### src/rtl/spi_sum_slave.sv
// spi_sum_slave
// SPI slave that receives one byte per frame on MOSI and, during each frame,
// returns on MISO the 8-bit sum of the two bytes received in earlier frames.
// SCLK, SS_N and MOSI are oversampled with clk_i, and all four CPOL/CPHA
// modes are supported.
//
// Ports:
//   clk_i        system clock
//   reset_ni     asynchronous active-low reset
//   sclk_i       SPI clock from the master (asynchronous to clk_i)
//   ss_ni        slave select, active-low (tie low for continuous framing)
//   mosi_i       serial data in, MSB first
//   cpol_i       clock idle level (latched at frame start)
//   cpha_i       0 = sample on leading edge, 1 = sample on trailing edge
//   miso_o       serial reply, MSB first (0 while idle)
//   rx_data_o    last complete received byte
//   rx_valid_o   one-cycle tick when rx_data_o updates
//   tx_data_o    byte being / to be shifted out this frame
//   sum_carry_o  carry out of the sum held in tx_data_o
//   busy_o       high while a frame is in progress
module spi_sum_slave #(
  parameter int SYNC_STAGES = 2
) (
  input  logic       clk_i,
  input  logic       reset_ni,
  input  logic       sclk_i,
  input  logic       ss_ni,
  input  logic       mosi_i,
  input  logic       cpol_i,
  input  logic       cpha_i,
  output logic       miso_o,
  output logic [7:0] rx_data_o,
  output logic       rx_valid_o,
  output logic [7:0] tx_data_o,
  output logic       sum_carry_o,
  output logic       busy_o
);

  localparam logic [1:0] ST_IDLE  = 2'd0;
  localparam logic [1:0] ST_LOAD  = 2'd1;
  localparam logic [1:0] ST_SHIFT = 2'd2;
  localparam logic [1:0] ST_DONE  = 2'd3;

  // Synchronizer chains; ss_n resets to its inactive (high) level so a
  // tied-low select produces a clean falling edge after reset.
  logic [SYNC_STAGES-1:0] sclk_sync_reg, ss_sync_reg, mosi_sync_reg;
  logic sclk_d_reg, ss_d_reg;

  always_ff @(posedge clk_i or negedge reset_ni) begin
    if (!reset_ni) begin
      sclk_sync_reg <= '0;
      ss_sync_reg   <= '1;
      mosi_sync_reg <= '0;
      sclk_d_reg    <= 1'b0;
      ss_d_reg      <= 1'b1;
    end else begin
      sclk_sync_reg <= {sclk_sync_reg[SYNC_STAGES-2:0], sclk_i};
      ss_sync_reg   <= {ss_sync_reg[SYNC_STAGES-2:0], ss_ni};
      mosi_sync_reg <= {mosi_sync_reg[SYNC_STAGES-2:0], mosi_i};
      sclk_d_reg    <= sclk_sync_reg[SYNC_STAGES-1];
      ss_d_reg      <= ss_sync_reg[SYNC_STAGES-1];
    end
  end

  logic sclk_s, ss_s, mosi_s;
  assign sclk_s = sclk_sync_reg[SYNC_STAGES-1];
  assign ss_s   = ss_sync_reg[SYNC_STAGES-1];
  assign mosi_s = mosi_sync_reg[SYNC_STAGES-1];

  logic sclk_rise, sclk_fall, ss_fall;
  assign sclk_rise = sclk_s & ~sclk_d_reg;
  assign sclk_fall = ~sclk_s & sclk_d_reg;
  assign ss_fall   = ~ss_s & ss_d_reg;

  logic [1:0] state_reg, state_next;
  logic [3:0] cnt_reg, cnt_next;
  logic [7:0] rx_sh_reg, rx_sh_next;
  logic [7:0] tx_sh_reg, tx_sh_next;
  logic [7:0] tx_data_reg, tx_data_next;
  logic       carry_reg, carry_next;
  logic [7:0] rx_data_reg, rx_data_next;
  logic       rx_valid_reg, rx_valid_next;
  logic [7:0] prev1_reg, prev1_next;
  logic [7:0] prev2_reg, prev2_next;
  logic       miso_reg, miso_next;
  logic       cpol_reg, cpol_next;
  logic       cpha_reg, cpha_next;

  logic [8:0] sum9;
  logic       lead_edge, trail_edge, sample_edge, shift_edge;
  logic [7:0] rx_word;

  assign sum9        = {1'b0, prev1_reg} + {1'b0, prev2_reg};
  assign lead_edge   = cpol_reg ? sclk_fall : sclk_rise;
  assign trail_edge  = cpol_reg ? sclk_rise : sclk_fall;
  assign sample_edge = cpha_reg ? trail_edge : lead_edge;
  assign shift_edge  = cpha_reg ? lead_edge : trail_edge;
  assign rx_word     = {rx_sh_reg[6:0], mosi_s};

  always_comb begin
    state_next    = state_reg;
    cnt_next      = cnt_reg;
    rx_sh_next    = rx_sh_reg;
    tx_sh_next    = tx_sh_reg;
    tx_data_next  = tx_data_reg;
    carry_next    = carry_reg;
    rx_data_next  = rx_data_reg;
    rx_valid_next = 1'b0;
    prev1_next    = prev1_reg;
    prev2_next    = prev2_reg;
    miso_next     = miso_reg;
    cpol_next     = cpol_reg;
    cpha_next     = cpha_reg;

    case (state_reg)
      ST_IDLE: begin
        if (ss_fall || (!ss_s && cnt_reg == 4'd8))
          state_next = ST_LOAD;
      end
      ST_LOAD: begin
        cpol_next    = cpol_i;
        cpha_next    = cpha_i;
        tx_data_next = sum9[7:0];
        carry_next   = sum9[8];
        cnt_next     = 4'd0;
        if (!cpha_i) begin
          // CPHA=0: MSB must already be on the wire before the first sample.
          miso_next  = sum9[7];
          tx_sh_next = {sum9[6:0], 1'b0};
        end else begin
          // CPHA=1: first leading edge presents the MSB.
          tx_sh_next = sum9[7:0];
        end
        state_next = ST_SHIFT;
      end
      ST_SHIFT: begin
        if (ss_s) begin
          // Select released mid-frame: drop the partial byte.
          state_next = ST_IDLE;
        end else begin
          // For CPHA=0 the trailing edge left over from the previous frame
          // (before any sample of this one) must not shift.
          if (shift_edge && (cpha_reg || cnt_reg != 4'd0)) begin
            miso_next  = tx_sh_reg[7];
            tx_sh_next = {tx_sh_reg[6:0], 1'b0};
          end
          if (sample_edge) begin
            rx_sh_next = rx_word;
            cnt_next   = cnt_reg + 4'd1;
            if (cnt_reg == 4'd7) begin
              state_next    = ST_DONE;
              rx_data_next  = rx_word;
              rx_valid_next = 1'b1;
              prev2_next    = prev1_reg;
              prev1_next    = rx_word;
            end
          end
        end
      end
      default: begin
        state_next = ss_s ? ST_IDLE : ST_LOAD;
      end
    endcase

    if (state_next == ST_IDLE)
      miso_next = 1'b0;
  end

  always_ff @(posedge clk_i or negedge reset_ni) begin
    if (!reset_ni) begin
      state_reg    <= ST_IDLE;
      cnt_reg      <= 4'd0;
      rx_sh_reg    <= 8'h00;
      tx_sh_reg    <= 8'h00;
      tx_data_reg  <= 8'h00;
      carry_reg    <= 1'b0;
      rx_data_reg  <= 8'h00;
      rx_valid_reg <= 1'b0;
      prev1_reg    <= 8'h00;
      prev2_reg    <= 8'h00;
      miso_reg     <= 1'b0;
      cpol_reg     <= 1'b0;
      cpha_reg     <= 1'b0;
    end else begin
      state_reg    <= state_next;
      cnt_reg      <= cnt_next;
      rx_sh_reg    <= rx_sh_next;
      tx_sh_reg    <= tx_sh_next;
      tx_data_reg  <= tx_data_next;
      carry_reg    <= carry_next;
      rx_data_reg  <= rx_data_next;
      rx_valid_reg <= rx_valid_next;
      prev1_reg    <= prev1_next;
      prev2_reg    <= prev2_next;
      miso_reg     <= miso_next;
      cpol_reg     <= cpol_next;
      cpha_reg     <= cpha_next;
    end
  end

  assign miso_o      = miso_reg;
  assign rx_data_o   = rx_data_reg;
  assign rx_valid_o  = rx_valid_reg;
  assign tx_data_o   = tx_data_reg;
  assign sum_carry_o = carry_reg;
  assign busy_o      = (state_reg != ST_IDLE);

endmodule
### config.mk
export PLATFORM = sky130hd
export DESIGN_NAME = spi_sum_slave
export DESIGN_NICKNAME = d
export VERILOG_FILES = /design/src/rtl/spi_sum_slave.sv
export SDC_FILE = /design/constraint.sdc
export NUM_CORES = 1
export LEC_CHECK = 0
export ABC_CLOCK_PERIOD_IN_PS = 1880
export CAP_MARGIN = 20
export CORE_MARGIN = 2
export CORE_UTILIZATION = 52
export DETAILED_ROUTE_END_ITERATION = 8
export HOLD_SLACK_MARGIN = 0.06
export MAX_ROUTING_LAYER = met4
export PLACE_DENSITY = 0.73
export REMOVE_ABC_BUFFERS = 1
export SETUP_SLACK_MARGIN = 0.15
export SYNTH_ARGS = -nofsm -noshare
export SYNTH_HDL_FRONTEND = slang
export SYNTH_SLANG_ARGS = --single-unit
### constraint.sdc
create_clock -name clk_i -period 1.88 [get_ports clk_i]
set_input_delay 0.47 -clock clk_i [delete_from_list [all_inputs] [get_ports clk_i]]
set_output_delay 0.47 -clock clk_i [all_outputs]
set_load 0.02 [all_outputs]
==> summary.md, run 1 <==
| Metric | Value |
|---|---|
| Die area | `6350 µm²` |
| Commonest non-fill, non-tap cell in the layout | `dfrtp_1` |
| Core area | `around 5500 µm²` |
| DRT Wirelength | `7710 µm` |
| #FFs+latches synth | `58` |
| Avg WL per Cell | `approximately 17 µm` |
| Clock Tree Root | `clkbuf_8` |
| Yosys warnings | `0` |
| Vias after detailed routing | `2538` |
| Setup TNS Final | `-0.379 ns` |
| Gr ovfl total | `0` |
| Port Buf Inserts | `26` |
| FF-to-FF Start | `prev2_reg[0]` |
| Combinational share of power | `22.9%` |
| Clk buf depth | `2` |
| PnR worst setup slack | `-0.0741 ns` |
| Crit-path max cell delay | `0.37 ns` |
| NumNets Final | `391` |
| Max Clk Rate | `0.512 GHz` |
| Pre-Repair DR Iteration Count | `4` |
| Kind of end point of the critical path | `flop` |
| # hold bufs at CTS | `0` |
| Hold Path Class | `in2async` |
| Multi-input logic area | `1740 µm²` |
| Top post-synthesis cells by area | `dfrtp_1, nand2_1, mux2_2` |
| Worst-path maximum fanout | `4` |
| Power Total | `0.00350 W` |
| Count of buffer and inverter cells on the critical path | `1` |
| Power density cells | `just over 800 nW/µm²` |
| CP top delay family | `compound AO/OA/AOI/OAI gates` |
| Slowest CP cell | `dfrtp_1` |
| Post-Syn Area | `about 3000 µm²` |
| DRT iter0 DRCs | `approximately 220` |
| Chip width | `79.7 µm` |
| Layout cells sized above 1 | `between 30% and 40%` |
| Register share of total power | `43.2%` |
| H-Tree Depth | `3` |
| First-pass GRT wire length | `11800 µm` |
| Lkg Pwr | `2.16 nW` |
| Height of the chip | `approximately 80 µm` |
| GP Congestion | `0.857` |
| I/O Pins | `27` |
| Commonest register cell after synthesis | `dfrtp_1` |
| Final Max Tran Viols | `0` |
| Post-Syn Instances | `about 290` |
| Cell taking the most area after synthesis | `dfrtp_1` |
| Worst Setup Start Kind | `flop` |
| Initial core utilization | `54.1%` |
| Switching Share | `29.4%` |
| Total track usage | `between 20% and 30%` |
| Sw power | `0.00103 W` |
| Max-Cap Viols | `0` |
| Int Pwr | `0.00247 W` |
| CTS sink count | `between 50 and 60` |
| Largest net degree at the start of global routing | `59` |
| Most frequent cells in the layout | `dfrtp_1, nand2_1, buf_4` |
| Tightest Pin Transition | `0.481 ns` |
| Crit path launch | `prev2_reg[0]` |
| Final Hold Fails | `0` |
| N_diodes | `0` |
| Initial antenna violation count | `0` |
| ANT nets after route | `0` |
| Failing checks | `setup timing` |
| Final Critical Period | `1.95 ns` |
| Clock Skew | `0.00639 ns` |
| Vias in the first global route | `2410` |
| Share of flip-flops with an asynchronous set or reset | `100%` |
| Final setup vio count | `18` |
| Worst path cell trace | `ha_2 > inv_2 > fa_2 > nor2b_4 > o21ai_2 > a211o_1 > a31o_2 > a31oi_1` |
| DRC viols | `0` |
| EDFF count, synth | `0` |
| Clock power share | `33.9%` |
| Hpwl dp | `4460 µm` |
| Vias/cell | `5.64` |
| Area growth, synth to finish | `43.9%` |
| Relative slew slack | `67.8%` |
| Outcome | `finished, violations left` |
| CP Class | `reg2reg` |
| RSZ-0062 raised after global routing | `yes` |
| Skew-Pair Late Insertion Delay | `between 0.3 and 0.4 ns` |
| Syn avg cell area | `10.1 µm²` |
| # rows | `27` |
| Synth top area share | `46.2%` |
| Seq/Total Area, Yosys | `48.8%` |
| CTS buffer count | `9` |
| Clock transition at the registers of the reported paths | `0.07 ns` |
| Final period util | `104%` |
| Netlist cell types | `52` |
| Pre-CTS WS | `-0.231 ns` |
| Critical Path RT | `2.15 ns` |
| FILL cells | `between 300 and 400` |
| CTS tree | `done` |
| Maximum vdd ir drop | `0.567 mV` |
| Sequential cell area | `1460 µm²` |
| CP arrival | `roughly 2.2 ns` |
## cell usage after synthesis (all sizes together) (2+ instances only)
| cell | count |
|---|---|
| a31oi | 6 |
| xor2 | 3 |
| or2 | 2 |
| nor2b | 8 |
| a22oi | 2 |
| buf | 3 |
| mux2i | 4 |
| dfstp | 3 |
| o21ai | 27 |
| ha | 10 |
| clkbuf | 11 |
| or3 | 2 |
| a211o | 4 |
| nand2b | 4 |
| nand3 | 11 |
| nor3b | 3 |
| a21oi | 8 |
| o21bai | 2 |
| o32ai | 2 |
| nand2 | 47 |
| nor2 | 15 |
| inv | 11 |
| dfrtp | 55 |
| xnor2 | 3 |
| a211oi | 2 |
| mux2 | 20 |
| nor3 | 5 |
## metrics by stage
| stage | utilization [%] | cells | cell area [µm²] | hold slack [ns] |
|---|---|---|---|---|
| floorplan | - | 280 | 2920 | 0.174 |
| global placement | 65.3 | 417 | 3590 | 0.334 |
| detailed placement | 65.3 | 417 | 3590 | 0.339 |
| CTS | 74.6 | 443 | 4110 | 0.133 |
| global route | 77.9 | 450 | 4290 | 0.159 |
| finish | 77.9 | 450 | 4290 | 0.106 |
## worst paths after layout
path                                     to  slack, ns  depth (start not counted)
min in group clk_i         sclk_sync_reg[1]       0.35                          0
max                            tx_sh_reg[6]      -0.07                          8
max in group asynchronous          ss_d_reg       1.44                          2
min                        sclk_sync_reg[0]       0.11                          2
max reg2reg                    tx_sh_reg[6]      -0.07                          8
min reg2reg                sclk_sync_reg[1]       0.35                          0
## cells by family (layout without fill, tap and decap cells)
group | after synthesis | in the layout | share of synthesized area [%]
mux | 24 | 24 | 9.78
fa+ha+maj | 11 | 11 | 4.87
flops | 58 | 58 | 48.8
simple gates | 103 | 104 | 16.9
buf+inv | 26 | 109 | 3.61
compound gates | 66 | 66 | 14.3
xor+xnor | 6 | 6 | 1.76
## worst register-to-register path, cell delays in order (launching register included)
cell     delay [ns]
dfrtp_1        0.37
ha_2           0.20
inv_2          0.04
fa_2           0.36
nor2b_4        0.16
o21ai_2        0.09
a211o_1        0.27
a31o_2         0.23
a31oi_1        0.16
## final cells by class
type	count	area share [%]
timing repair buffer	81	17.5
inverter	12	1.05
multi-input combinational	211	40.6
tap	72	2.10
sequential	58	34.0
clock buffer	11	3.53
clock inverter	5	1.23
## power groups by stage
| stage | clock network [W] | registers [W] | logic (W) |
|---|---|---|---|
| 6_report | 0.00119 | 0.00151 | 0.000801 |
| 5_1_grt | 0.00126 | 0.00153 | 0.000861 |
| 4_1_cts | 0.00120 | 0.00148 | 0.000659 |
| 3_5_place_dp | 0 | 0.00150 | 0.000549 |
| 3_3_place_gp | 0 | 0.00150 | 0.000536 |
| 2_1_floorplan | 0 | 0.00150 | 0.000300 |
## layer usage
| metal | global-route usage (%) | vias to the layer above | routed length (µm) |
|---|---|---|---|
| met5 | - | - | 0 |
| met4 | 14.3 | 0 | 238 |
| met3 | 5.09 | 22 | 389 |
| met2 | 39.1 | 80 | 3810 |
| met1 | 31.7 | 1232 | 3270 |
| li1 | - | 1204 | - |
## what timing repair did
action                                  in CTS  in global routing
setup buffers                                8                  6
pin swaps                                   26                 15
hold endpoints to repair                     0                  0
endpoints found under the setup margin      50                 33
gates resized for setup                     81                 35
gates cloned                                 2                  1
(Power assumes the default switching activity.)
==> inputs of run 2 (changes only) <==
- CORE_MARGIN: 2 -> 4
==> run 2 against run 1 <==
Against the previous run:
- the flow still finishes with violations (setup timing)
- sequential share of layout area fell by 0.46 points
- register-to-register slack improved by 0.03 ns
- count of clock-buffer cells in the layout did not move
- die area rose by 10%
- wire length rose by 1.9%
- non-clock buffer count rose by 10
- via count fell by 0.39%
- flip-flop and latch count did not move
- sequential power barely moved
- setup slack improved by 0.033 ns
- core utilization rose by 0.52 points
- critical path type unchanged
==> summary.md, run 2 (synthesis gave the netlist of run 1 again) <==
| Metric | Value |
|---|---|
| Clock Skew | `0.00823 ns (+0.00184 ns)` |
| Hpwl dp | `4640 µm (+4.0%)` |
| Clock Tree Root | `clkbuf_8` |
| Commonest non-fill, non-tap cell in the layout | `dfrtp_1` |
| Avg WL per Cell | `17.1 µm (about the same)` |
| Gr ovfl total | `0 (unchanged)` |
| Placed cell count | `420 (+0.72%)` |
| Pre-Repair DR Iteration Count | `4 (unchanged)` |
| Height of the chip | `83.7 µm (+5.0%)` |
| Failing checks | `setup timing` |
| Most frequent cells in the layout | `dfrtp_1, buf_4, nand2_1` |
| Area growth, synth to finish | `45.7%` |
| PnR worst setup slack | `-0.0414 ns (+0.0328 ns)` |
| Skew-Pair Late Insertion Delay | `0.34 ns (about the same)` |
| Chip width | `83.7 µm (+5.0%)` |
| Kind of end point of the critical path | `flop` |
| H-Tree Depth | `3 (unchanged)` |
| CTS sink count | `58 (unchanged)` |
| FILL cells | `359 (+1.7%)` |
| Crit-path max cell delay | `0.41 ns (+0.04 ns)` |
| Worst-path maximum fanout | `8 (+4)` |
| Final instance area | `4340 µm² (+1.3%)` |
| Worst path cell trace | `xnor2_2 > mux2i_4 > nor3_4 > nand4b_4 > buf_12 > buf_16 > mux2_4` |
| CTS tree | `done` |
| Hold Path Class | `in2async` |
| CP Class | `reg2reg` |
| Tightest Pin Transition | `0.535 ns (+0.0535 ns)` |
| Relative slew slack | `64.3% (-3.5 points)` |
| Setup TNS Final | `-0.364 ns (+0.0145 ns)` |
| Power density cells | `803 nW/µm² (-1.5%)` |
| Vias after detailed routing | `2528 (-0.39%)` |
| Worst Setup Start Kind | `flop` |
| Slowest CP cell | `dfrtp_1` |
| DRC viols | `0 (unchanged)` |
| Initial antenna violation count | `0 (unchanged)` |
| CTS buffer count | `9 (unchanged)` |
| Layout cells sized above 1 | `41.3% (+2.5 points)` |
| NumNets Final | `400 (+2.3%)` |
| DRT Wirelength | `7860 µm (+1.9%)` |
| Clk buf depth | `2 (unchanged)` |
| Final setup vio count | `14 (-4)` |
| DRT iter0 DRCs | `160 (-27%)` |
| First-pass GRT wire length | `12900 µm (+9.1%)` |
| RSZ-0062 raised after global routing | `yes` |
| Max-Cap Viols | `0 (unchanged)` |
| Die area | `7010 µm² (+10%)` |
| Vias in the first global route | `2593 (+7.6%)` |
| Largest net degree at the start of global routing | `22 (-63%)` |
| Post-DP Area | `3620 µm² (+0.63%)` |
| Lkg Pwr | `2.21 nW (+2.1%)` |
| Final period util | `102% (-1.7 points)` |
| Outcome | `finished, violations left` |
| Port Buf Inserts | `26 (unchanged)` |
| Core area | `5540 µm² (+0.61%)` |
| Initial core utilization | `53.8% (-0.33 points)` |
| Clock transition at the registers of the reported paths | `0.07 ns (about the same)` |
| GP Congestion | `0.883 (+3.1%)` |
| # hold bufs at CTS | `0 (unchanged)` |
| Total track usage | `23.8% (-1.7 points)` |
| N_diodes | `0 (unchanged)` |
| Critical Path RT | `2.10 ns (-0.05 ns)` |
| Final cell count without fillers | `459 (+2.0%)` |
| Final Hold Fails | `0 (unchanged)` |
| # rows | `27 (unchanged)` |
| I/O Pins | `27 (unchanged)` |
| Final Critical Period | `1.92 ns (-0.0328 ns)` |
| ANT nets after route | `0 (unchanged)` |
| CP arrival | `2.15 ns (-0.07 ns)` |
| Vias/cell | `5.51 (-2.3%)` |
| Max Clk Rate | `0.520 GHz (+1.7%)` |
| Power Total | `0.00349 W (-0.26%)` |
| Maximum vdd ir drop | `0.648 mV (+14%)` |
| Final Max Tran Viols | `0 (unchanged)` |
[run 2: per-layer routing]
metal | wire length [µm] | part of all wire (%) | GRT usage, % | vias to the layer above
met5 | 0 | 0 | - | -
met4 | 184 | 2.3 | 10.4 | 0
met3 | 306 | 3.9 | 5.53 | 16
met2 | 3880 | 49 | 36.4 | 59
met1 | 3480 | 44 | 30.4 | 1241
li1 | - | - | - | 1212
[run 2: worst max-delay path: cells and delay by family, from the launching register on]
family	cells	cell delay, ns
and+or+nand+nor	2	0.38
muxes	2	0.50
xor gates and xnor gates	1	0.17
buffers and inverters	2	0.32
DFF	1	0.41
[run 2: cell type report]
cell class / count / area [µm²] / share of cell area (%)
flip-flops and latches: 58 / 1460 / 33.5
repair buffers: 91 / 836 / 19.2
clock buffers: 11 / 151 / 3.49
clock inverters: 5 / 52.6 / 1.21
multi-input cells: 210 / 1710 / 39.4
well taps: 72 / 90.1 / 2.07
inverters: 12 / 45.0 / 1.04
[run 2: repair_timing]
| item | CTS | global route |
|---|---|---|
| cloned | 2 | 0 |
| setup endpoints to repair | 48 | 42 |
| buffers inserted | 14 | 7 |
| gates resized for setup | 79 | 37 |
| pin swaps | 26 | 23 |
[run 2: power by group]
group	internal (W)	switching, W	leakage, nW
logic	0.000406	0.000388	1.33
registers	0.00139	0.000102	0.774
clock network	0.000677	0.000526	0.105
[run 2: worst paths after layout]
kind / from / end / slack (ns) / cells after the start
min: reset_ni / sclk_d_reg / 0.1 / 1
max in group asynchronous: reset_ni / cpha_reg / 1.28 / 2
min reg2reg: sclk_sync_reg[0] / sclk_sync_reg[1] / 0.35 / 0
min in group clk_i: sclk_sync_reg[0] / sclk_sync_reg[1] / 0.35 / 0
max: cpol_reg / prev2_reg[0] / -0.04 / 7
max reg2reg: cpol_reg / prev2_reg[0] / -0.04 / 7
[run 2: stage by stage]
step / hold WS, ns / utilization (%) / setup slack (ns)
2_1_floorplan: 0.174 / - / -0.291
3_3_place_gp: 0.334 / 65.3 / -0.157
3_5_place_dp: 0.338 / 65.3 / -0.205
4_1_cts: 0.110 / 75.3 / -0.0191
5_1_grt: 0.115 / 78.4 / -0.141
6_report: 0.0956 / 78.4 / -0.0414
==> inputs of run 3 (changes only) <==
- CAP_MARGIN: 20 -> unset
==> results of run 3 <==
The final DEF is identical to that of run 2; final timing and power are the same.
